<file path="src/rtl/uart_pkg.sv">
// rtl/uart_pkg.sv - shared constants, FSM state type and vote helper for the UART receiver
package uart_pkg;

    localparam int PARITY_NONE = 0;
    localparam int PARITY_EVEN = 1;
    localparam int PARITY_ODD  = 2;

    typedef enum logic [2:0] {
        RX_IDLE,
        RX_START,
        RX_DATA,
        RX_PARITY,
        RX_STOP
    } rx_state_t;

    function automatic logic majority3(input logic a, input logic b, input logic c);
        return (a & b) | (a & c) | (b & c);
    endfunction

endpackage

</file>
<file path="src/rtl/uart_rx_sampler.sv">
// rtl/uart_rx_sampler.sv - line synchroniser, start-edge detector and mid-bit 2-of-3 vote
module uart_rx_sampler
    import uart_pkg::*;
#(
    parameter int OVERSAMPLE = 16
) (
    input  logic                          clk,
    input  logic                          clr,
    input  logic                          baud_tick,
    input  logic                          serial_in,
    input  logic [$clog2(OVERSAMPLE)-1:0] tick_cnt,
    output logic                          bit_val,
    output logic                          bit_strobe,
    output logic                          fall_edge
);

    localparam int TW = $clog2(OVERSAMPLE);
    localparam logic [TW-1:0] T_FIRST = TW'(OVERSAMPLE / 2 - 1);
    localparam logic [TW-1:0] T_MID   = TW'(OVERSAMPLE / 2);
    localparam logic [TW-1:0] T_LAST  = TW'(OVERSAMPLE / 2 + 1);

    logic       sync_a;
    logic       sync_b;
    logic       edge_q;
    logic       armed;
    logic [1:0] settle;
    logic       samp_a;
    logic       samp_b;

    // The edge detector stays disarmed until the flushed synchroniser has seen the
    // line high, so a line held low across reset release cannot fake a start edge.
    always_ff @(posedge clk or negedge clr) begin
        if (!clr) begin
            sync_a <= 1'b1;
            sync_b <= 1'b1;
            edge_q <= 1'b1;
            settle <= 2'd0;
            armed  <= 1'b0;
            samp_a <= 1'b1;
            samp_b <= 1'b1;
        end else begin
            sync_a <= serial_in;
            sync_b <= sync_a;
            edge_q <= sync_b;
            if (settle != 2'd3) begin
                settle <= settle + 2'd1;
            end
            if (settle == 2'd3 && sync_b) begin
                armed <= 1'b1;
            end
            if (baud_tick && tick_cnt == T_FIRST) begin
                samp_a <= sync_b;
            end
            if (baud_tick && tick_cnt == T_MID) begin
                samp_b <= sync_b;
            end
        end
    end

    assign fall_edge  = armed & edge_q & ~sync_b;
    assign bit_strobe = baud_tick && (tick_cnt == T_LAST);
    assign bit_val    = majority3(samp_a, samp_b, sync_b);

endmodule

</file>
<file path="src/rtl/uart_rx_param.sv">
// rtl/uart_rx_param.sv - parametrised oversampling UART receiver with single-entry holding register
module uart_rx_param
    import uart_pkg::*;
#(
    parameter int DATA_BITS   = 8,
    parameter int PARITY_MODE = PARITY_EVEN,
    parameter int STOP_BITS   = 1,
    parameter int OVERSAMPLE  = 16
) (
    input  logic                 CLK,
    input  logic                 CLR,
    input  logic                 BAUD_TICK,
    input  logic                 SERIAL_IN,
    output logic [DATA_BITS-1:0] DATA_OUT,
    output logic                 DATA_VALID,
    input  logic                 DATA_READY,
    output logic                 PARITY_ERR,
    output logic                 FRAME_ERR,
    output logic                 OVERRUN,
    output logic                 BUSY
);

    localparam int TW = $clog2(OVERSAMPLE);
    localparam logic [TW-1:0] T_END   = TW'(OVERSAMPLE - 1);
    localparam logic [3:0]    DB_LAST = 4'(DATA_BITS - 1);
    localparam logic [3:0]    SB_LAST = 4'(STOP_BITS - 1);
    localparam logic          HAS_PAR = (PARITY_MODE != PARITY_NONE);
    localparam logic          ODD_SEL = (PARITY_MODE == PARITY_ODD);

    rx_state_t              state;
    logic [TW-1:0]          tick_cnt;
    logic [3:0]             bit_cnt;
    logic [DATA_BITS-1:0]   shreg;
    logic                   par_err_acc;
    logic                   frm_err_acc;
    logic                   bit_val;
    logic                   bit_strobe;
    logic                   fall_edge;
    logic                   bit_end;
    logic                   frame_done;
    logic                   frame_ferr;

    uart_rx_sampler #(
        .OVERSAMPLE (OVERSAMPLE)
    ) u_sampler (
        .clk        (CLK),
        .clr        (CLR),
        .baud_tick  (BAUD_TICK),
        .serial_in  (SERIAL_IN),
        .tick_cnt   (tick_cnt),
        .bit_val    (bit_val),
        .bit_strobe (bit_strobe),
        .fall_edge  (fall_edge)
    );

    assign bit_end    = BAUD_TICK && (tick_cnt == T_END);
    assign frame_done = (state == RX_STOP) && bit_strobe && (bit_cnt == SB_LAST);
    assign frame_ferr = frm_err_acc | ~bit_val;

    always_ff @(posedge CLK or negedge CLR) begin
        if (!CLR) begin
            state       <= RX_IDLE;
            BUSY        <= 1'b0;
            tick_cnt    <= '0;
            bit_cnt     <= 4'd0;
            shreg       <= '0;
            par_err_acc <= 1'b0;
            frm_err_acc <= 1'b0;
        end else begin
            if (BAUD_TICK) begin
                tick_cnt <= bit_end ? '0 : tick_cnt + TW'(1);
            end
            case (state)
                RX_IDLE: begin
                    if (fall_edge) begin
                        tick_cnt    <= '0;
                        bit_cnt     <= 4'd0;
                        par_err_acc <= 1'b0;
                        frm_err_acc <= 1'b0;
                        state       <= RX_START;
                        BUSY        <= 1'b1;
                    end
                end
                RX_START: begin
                    if (bit_strobe && bit_val) begin
                        state <= RX_IDLE;
                        BUSY  <= 1'b0;
                    end else if (bit_end) begin
                        state <= RX_DATA;
                    end
                end
                RX_DATA: begin
                    if (bit_strobe) begin
                        shreg <= {bit_val, shreg[DATA_BITS-1:1]};
                    end
                    if (bit_end) begin
                        if (bit_cnt == DB_LAST) begin
                            bit_cnt <= 4'd0;
                            state   <= HAS_PAR ? RX_PARITY : RX_STOP;
                        end else begin
                            bit_cnt <= bit_cnt + 4'd1;
                        end
                    end
                end
                RX_PARITY: begin
                    if (bit_strobe) begin
                        par_err_acc <= ((^shreg) ^ bit_val) != ODD_SEL;
                    end
                    if (bit_end) begin
                        state <= RX_STOP;
                    end
                end
                RX_STOP: begin
                    // Leave at the last stop bit's decision tick so an early next start edge is seen.
                    if (bit_strobe) begin
                        frm_err_acc <= frame_ferr;
                        if (bit_cnt == SB_LAST) begin
                            state <= RX_IDLE;
                            BUSY  <= 1'b0;
                        end
                    end else if (bit_end) begin
                        bit_cnt <= bit_cnt + 4'd1;
                    end
                end
                default: begin
                    state <= RX_IDLE;
                    BUSY  <= 1'b0;
                end
            endcase
        end
    end

    always_ff @(posedge CLK or negedge CLR) begin
        if (!CLR) begin
            DATA_OUT   <= '0;
            DATA_VALID <= 1'b0;
            PARITY_ERR <= 1'b0;
            FRAME_ERR  <= 1'b0;
            OVERRUN    <= 1'b0;
        end else if (frame_done) begin
            if (!DATA_VALID || DATA_READY) begin
                DATA_OUT   <= shreg;
                PARITY_ERR <= HAS_PAR & par_err_acc;
                FRAME_ERR  <= frame_ferr;
                DATA_VALID <= 1'b1;
                OVERRUN    <= 1'b0;
            end else begin
                OVERRUN <= 1'b1;
            end
        end else if (DATA_VALID && DATA_READY) begin
            DATA_VALID <= 1'b0;
            OVERRUN    <= 1'b0;
        end
    end

endmodule

</file>
<file path="config.mk">
export PLATFORM = sky130hd
export DESIGN_NAME = uart_rx_param
export DESIGN_NICKNAME = d
export VERILOG_FILES = /design/src/rtl/uart_pkg.sv /design/src/rtl/uart_rx_sampler.sv /design/src/rtl/uart_rx_param.sv
export SDC_FILE = /design/constraint.sdc
export NUM_CORES = 1
export LEC_CHECK = 0
export CORE_AREA = 2 2 67 69
export DETAILED_ROUTE_END_ITERATION = 8
export DIE_AREA = 0 0 69 71
export GPL_TIMING_DRIVEN = 0
export HOLD_SLACK_MARGIN = 0.08
export PLACE_DENSITY = 0.79
export SETUP_SLACK_MARGIN = 0.5
export SYNTH_ARGS = -nofsm -noshare
export SYNTH_HDL_FRONTEND = slang
export SYNTH_SLANG_ARGS = --single-unit
</file>
<file path="constraint.sdc">
create_clock -name CLK -period 2.3 [get_ports CLK]
set_input_delay 0.46 -clock CLK [delete_from_list [all_inputs] [get_ports CLK]]
set_output_delay 0.46 -clock CLK [all_outputs]
set_load 0.005 [all_outputs]
</file>
== Word level (Yosys, flattened, before mapping) ==
Index checks and enable logic that the tools add are counted.
Widths: inputs -> output; s select.
Operators by class
  bitwise operators: 12
  equality and inequality tests: 23
  reductions and logical operators: 27
  muxes and demuxes: 34
  $add $sub $neg: 3
Operators with widths (count)
  $mux 4: 9
  $mux 3: 8
  $ne 2x2->1 const B: 10
  $pmux 3 s5: 1
  $eq 4x4->1 const B: 3
  $mux 1: 12
  $pmux 4 s3: 1
  $reduce_and 5->1: 2
  $logic_and 1x1->1: 9
  $add 4x1->4 const B: 2
  $eq 4x3->1 const B: 2
  $reduce_xor 8->1: 1
  $reduce_and 7->1: 1
  $eq 3x2->1 const B: 2
  $reduce_and 2->1: 3
  $reduce_and 3->1: 2
  $reduce_bool 2->1: 3
  $and 1x1->1: 5
  $logic_not 4->1: 1
  $ne 2x1->1 const B: 2
  $pmux 1 s2: 2
  $pmux 1 s4: 1
  $eq 3x1->1 const B: 1
  $eq 3x3->1 const B: 1
  11 further kinds: 15
Word-level totals
  input port bits: 5
  register bits: 42
  output and inout bits: 13
  word-level logic and storage cells: 118

== Depth between registers and ports, before layout ==
  depth in word-level cells: 7
  mapped depth: 6

== Hierarchy ==
From an unflattened synthesis, not the netlist that was laid out.
Unflattened totals
  cells, all modules: 170
  area, all modules: 2074.5 um2
By module, submodules not included
  uart_rx_param: area each 1744.2 um2, cells each 147, times used 1, sequential area each 850.8 um2
  uart_rx_sampler: area each 330.3 um2, cells each 23, times used 1, sequential area each 206.4 um2

== Least setup slack after synthesis ==
OpenSTA, ideal clock, no wires.
  kind: register -> register
  from: register tick_cnt[1]
  to: register BUSY
  cell stages (with the launch flop): 6
  required time: 2.174 ns
  period minus slack after synthesis: 1.808 ns
  data arrival time: 1.681 ns
  slack: 0.492 ns
  buffers on the path: 0
  path through: dfrtp_1 -> inv_1 -> ha_1 -> nand4b_4 -> or4b_4 -> a311o_1
Between the ends
  word-level cells in the longest chain between the ends: 5
  elaborated cells on any way between the ends: 6
  classes of those cells: eq/ne (3); reduce/logical (3)
Ends and longest elaborated chain
  start: declaration: RTL line uart_rx_param.sv:31  | logic [TW-1:0] tick_cnt;
  start signal: assignment: RTL line uart_rx_param.sv:71  | tick_cnt <= bit_end ? '0 : tick_cnt + TW'(1);
  $eq 4x4->1 *: RTL line uart_rx_sampler.sv:61  | assign bit_strobe = baud_tick && (tick_cnt == T_LAST);
  $logic_and 1x1->1 *: RTL line uart_rx_sampler.sv:61
  $logic_and 1x1->1: RTL line uart_rx_param.sv:85  | if (bit_strobe && bit_val) begin
  $ne 2x2->1 (no line)
  $reduce_and 5->1 (no line) *
  end signal: assignment: RTL line uart_rx_param.sv:81  | BUSY <= 1'b1;
  end signal: assignment: RTL line uart_rx_param.sv:87  | BUSY <= 1'b0;
  end signal: assignment: RTL line uart_rx_param.sv:119  | BUSY <= 1'b0;
  end: declaration: RTL line uart_rx_param.sv:20  | output logic BUSY
Every way passes the cells marked *; elsewhere a longest branch is shown, timed or not.
A chain may end at the register's enable or synchronous reset.

== Worst setup path after layout ==
  from: register tick_cnt[1]
  to: register bit_cnt[3]
Between the ends
  word-level cells in the longest chain between the ends: 4
  elaborated cells on any way between the ends: 8
  classes of those cells: eq/ne (5); reduce/logical (3)
Ends and longest elaborated chain
  $eq 4x4->1, on equally long branches: RTL line uart_rx_param.sv:56, uart_rx_sampler.sv:61
  $logic_and 1x1->1, on equally long branches: RTL line uart_rx_param.sv:56, uart_rx_sampler.sv:61
  $ne 2x2->1 (no line)
  $reduce_and 5->1 (no line) *
  end signal: assignment: RTL line uart_rx_param.sv:101  | bit_cnt <= bit_cnt + 4'd1;
  end signal: assignment: RTL line uart_rx_param.sv:122  | bit_cnt <= bit_cnt + 4'd1;
  end: declaration: RTL line uart_rx_param.sv:32  | logic [3:0] bit_cnt;
Marked as above.

==> flow_summary_export.csv <==
group,metric,value,unit
layout,syn2layout_area_growth,23.5,%
global_route,grt_pass1_vias,1408,
worst_setup_path,cp_max_fo,6,
route,via_per_inst,5.61,
power,switchingPower,0.682,mW
sta,skew,0.0104,ns
power,comb_power_share,26.8,%
cts,cts_max_level,2,
worst_setup_path,cp-start-kind,"flip-flop",
worst_hold_path,hp-class,"primary input to async pin",
logic_synthesis,synth_ff_type,"dfrtp_1",
power,power_frac_clock,27.8,%
cts,clkSlewWorstSetupHoldPaths,0.08,ns
sta,tightest_slew,0.919,ns
sta,fin_ws,0.529,ns
die,start_util,47.8,%
layout,drive_gt1_share,34.2,%
sta,fmax,565,MHz
logic_synthesis,synth_area,2010,sq um
layout,fin_area,2480,sq um
power,ir_drop,0.000471,V
global_route,gr-total-overflow,0,
die,coreArea,4200,sq um
route,drt_pass1_iterations,4,
logic_synthesis,syn_inst,161,
power,leakagePower,1.06,nW
global_route,grt_util_all_layers,17.0,%
global_route,grt_pass1_wl,6.71,mm
route,wl_per_cell,16.4,microns
sta,drv_slew,0,
logic_synthesis,synth-edff-count,0,
flow_run,drv_cap,0,
worst_setup_path,critical_path_arrival,1.96,ns
logic_synthesis,synthArstFlopShare,100,%
power,powerDensity,873,nW/um^2
sta,hold_violations,0,
cts,cts.path.max_buffers,2,
cts,clock_sinks,42,
route,route.detailed.drc,0,
worst_setup_path,crit_path_end_kind,"flip-flop",
die,die_w,69,microns
global_route,antenna_found_initial,0,
worst_setup_path,required,2.49,ns
power,intPower,1.49,mW
layout,final_net_count,203,
route,postRouteAntennaNets,0,
cts,root_buffer,"clkbuf_8",
cts,cts_buffers,5,
route,vias,1374,
layout,diodes,0,
cts,insertion_delay,0.29,ns
worst_setup_path,regToRegSetupSlack,0.53,ns
sta,fin_tns_setup,0,ns
global_route,grt_max_degree,43,
power,switching_share,31.5,%
route,drt_wl_total,4.01,mm
place,place_area,2230,sq um
sta,period_needed,1.77,ns
sta,setup_viol,0,
logic_synthesis,avgSynthCellArea,12.5,sq um
die,rows,24,
logic_synthesis,synth_warnings,0,
worst_setup_path,crit_type,"flip-flop to flip-flop",
sta,slew_headroom,38.8,%
place,place_ws,0.378,ns
cts,postCtsHoldBufs,0,
power,seq_power_share,45.4,%
sta,grt_setup_unrepaired,"true",
logic_synthesis,synthDistinctLibCells,44,
die,boundaryPins,18,
logic_synthesis,synth_nets,172,
logic_synthesis,ys_seq_area_share,52.6,%
cts,tritoncts,"yes",
place,dp_hpwl,2.52,mm
logic_synthesis,ys_seq_elements,42,
die,dieHeight,71,microns
place,gp_congestion,0.872,
place,portBuffers,16,
route,drtIter0Drc,125,
outcome,outcome,"finished clean",
die,die_area,4900,sq um
sta,fin_crit_sh,77.0,%
## registers in the layout, summed over array words and instances, names as in the netlist, 2 cells and up
name / flops
DATA_OUT: 8
shreg: 8
bit_cnt: 4
tick_cnt: 4
state: 3
u_sampler.settle: 2
## metal layers
| metal | vias to the layer above | GRT usage [%] | wire length [microns] | share of wire (%) |
|---|---|---|---|---|
| li1 | 642 | - | - | - |
| met1 | 687 | 21.8 | 1760 | 44 |
| met2 | 35 | 28.0 | 2010 | 50 |
| met3 | 10 | 4.99 | 169 | 4.2 |
| met4 | 0 | 5.45 | 73 | 1.8 |
| met5 | - | 0 | 0 | 0 |
## synth_stat cells, drive strengths merged, types with 3 or more instances
master	number	area [sq um]
or3	4	25.0
mux2	21	236
xnor2	8	70.1
nand2b	5	31.3
o21ai	7	35.0
dfstp	5	131
nand3	4	20.0
a21oi	6	30.0
buf	3	20.0
dfrtp	37	926
nand2	6	22.5
ha	6	75.1
inv	6	22.5
or4b	3	33.8
nor2	8	32.5
## critical path, stage by stage (launching register included)
cell     delay (ns)
dfrtp_1        0.37
buf_4          0.12
ha_2           0.21
nand4_1        0.12
o22a_2         0.26
or2_2          0.32
a22o_1         0.25
## timing repair
item / 4_1_cts / 5_1_grt
setup endpoints to repair: 24 / 21
gates resized for setup: 7 / 8
gates cloned: 1 / 0
pin swaps: 5 / 2
buffers inserted: 6 / 1
## worst paths after layout
kind                                  start               end  depth (start not counted)
max                             tick_cnt[1]        bit_cnt[3]                          6
max in group asynchronous               CLR       tick_cnt[0]                          1
max reg2reg                     tick_cnt[1]        bit_cnt[3]                          6
min in group CLK           u_sampler.sync_a  u_sampler.sync_b                          0
min                                     CLR       tick_cnt[0]                          1
min reg2reg                u_sampler.sync_a  u_sampler.sync_b                          0
## power by group through the flow
stage | clock, mW | sequential [mW] | combinational [mW]
final | 0.603 | 0.984 | 0.581
after global routing | 0.645 | 0.999 | 0.634
after CTS | 0.617 | 0.976 | 0.552
after detailed placement | 0 | 0.989 | 0.459
after global placement | 0 | 0.974 | 0.434
after floorplan | 0 | 0.955 | 0.362
## final cells by class
class	count	area, sq um
fill	339	1720
sequential	42	1060
multi-input combinational	109	983
timing repair buffer	23	208
clock buffer	7	86.3
tap	52	65.1
clock inverter	1	30.0
buffer	5	28.8
inverter	6	22.5
## metrics by stage
step / cells / hold WS [ns] / power [mW] / util [%]
3_3_place_gp: 229 / 0.346 / 1.41 / 53.2
5_1_grt: 245 / 0.366 / 2.28 / 59.0
4_1_cts: 244 / 0.326 / 2.14 / 58.0
3_5_place_dp: 229 / 0.351 / 1.45 / 53.1
2_1_floorplan: 161 / 0.164 / 1.32 / -
6_report: 245 / 0.296 / 2.17 / 59.0
## placed cells by master, fill, tap and decap left out, types with 2 or more instances in the layout
cell	Yosys	layout
dfrtp_1	37	36
mux2_2	21	21
clkdlybuf4s50_1	0	15
buf_4	2	9
xnor2_1	8	8
nor2_1	7	7
o21ai_0	7	7
nand2_1	6	6
a21oi_1	6	6
clkbuf_8	0	6
inv_1	6	5
nand2b_1	5	5
dfstp_2	5	5
nand3_1	4	4
or3_1	4	4
buf_2	1	3
ha_1	6	3
xor2_1	2	2
clkbuf_1	2	2
or2_2	2	2
a22o_1	2	2
nand3b_1	2	2
or4b_2	2	2
nand4_4	1	2
ha_2	0	2
## logic make-up after synthesis
group                    synth area share, %
AND/OR/NAND/NOR                         14.4
flip-flops                              52.6
AO/OA/AOI/OAI                           8.53
multiplexers                            12.3
XOR/XNOR                                5.48
buffers and inverters                   2.49
adder cells (fa/ha/maj)                 4.23
(Power assumes the default switching activity.)
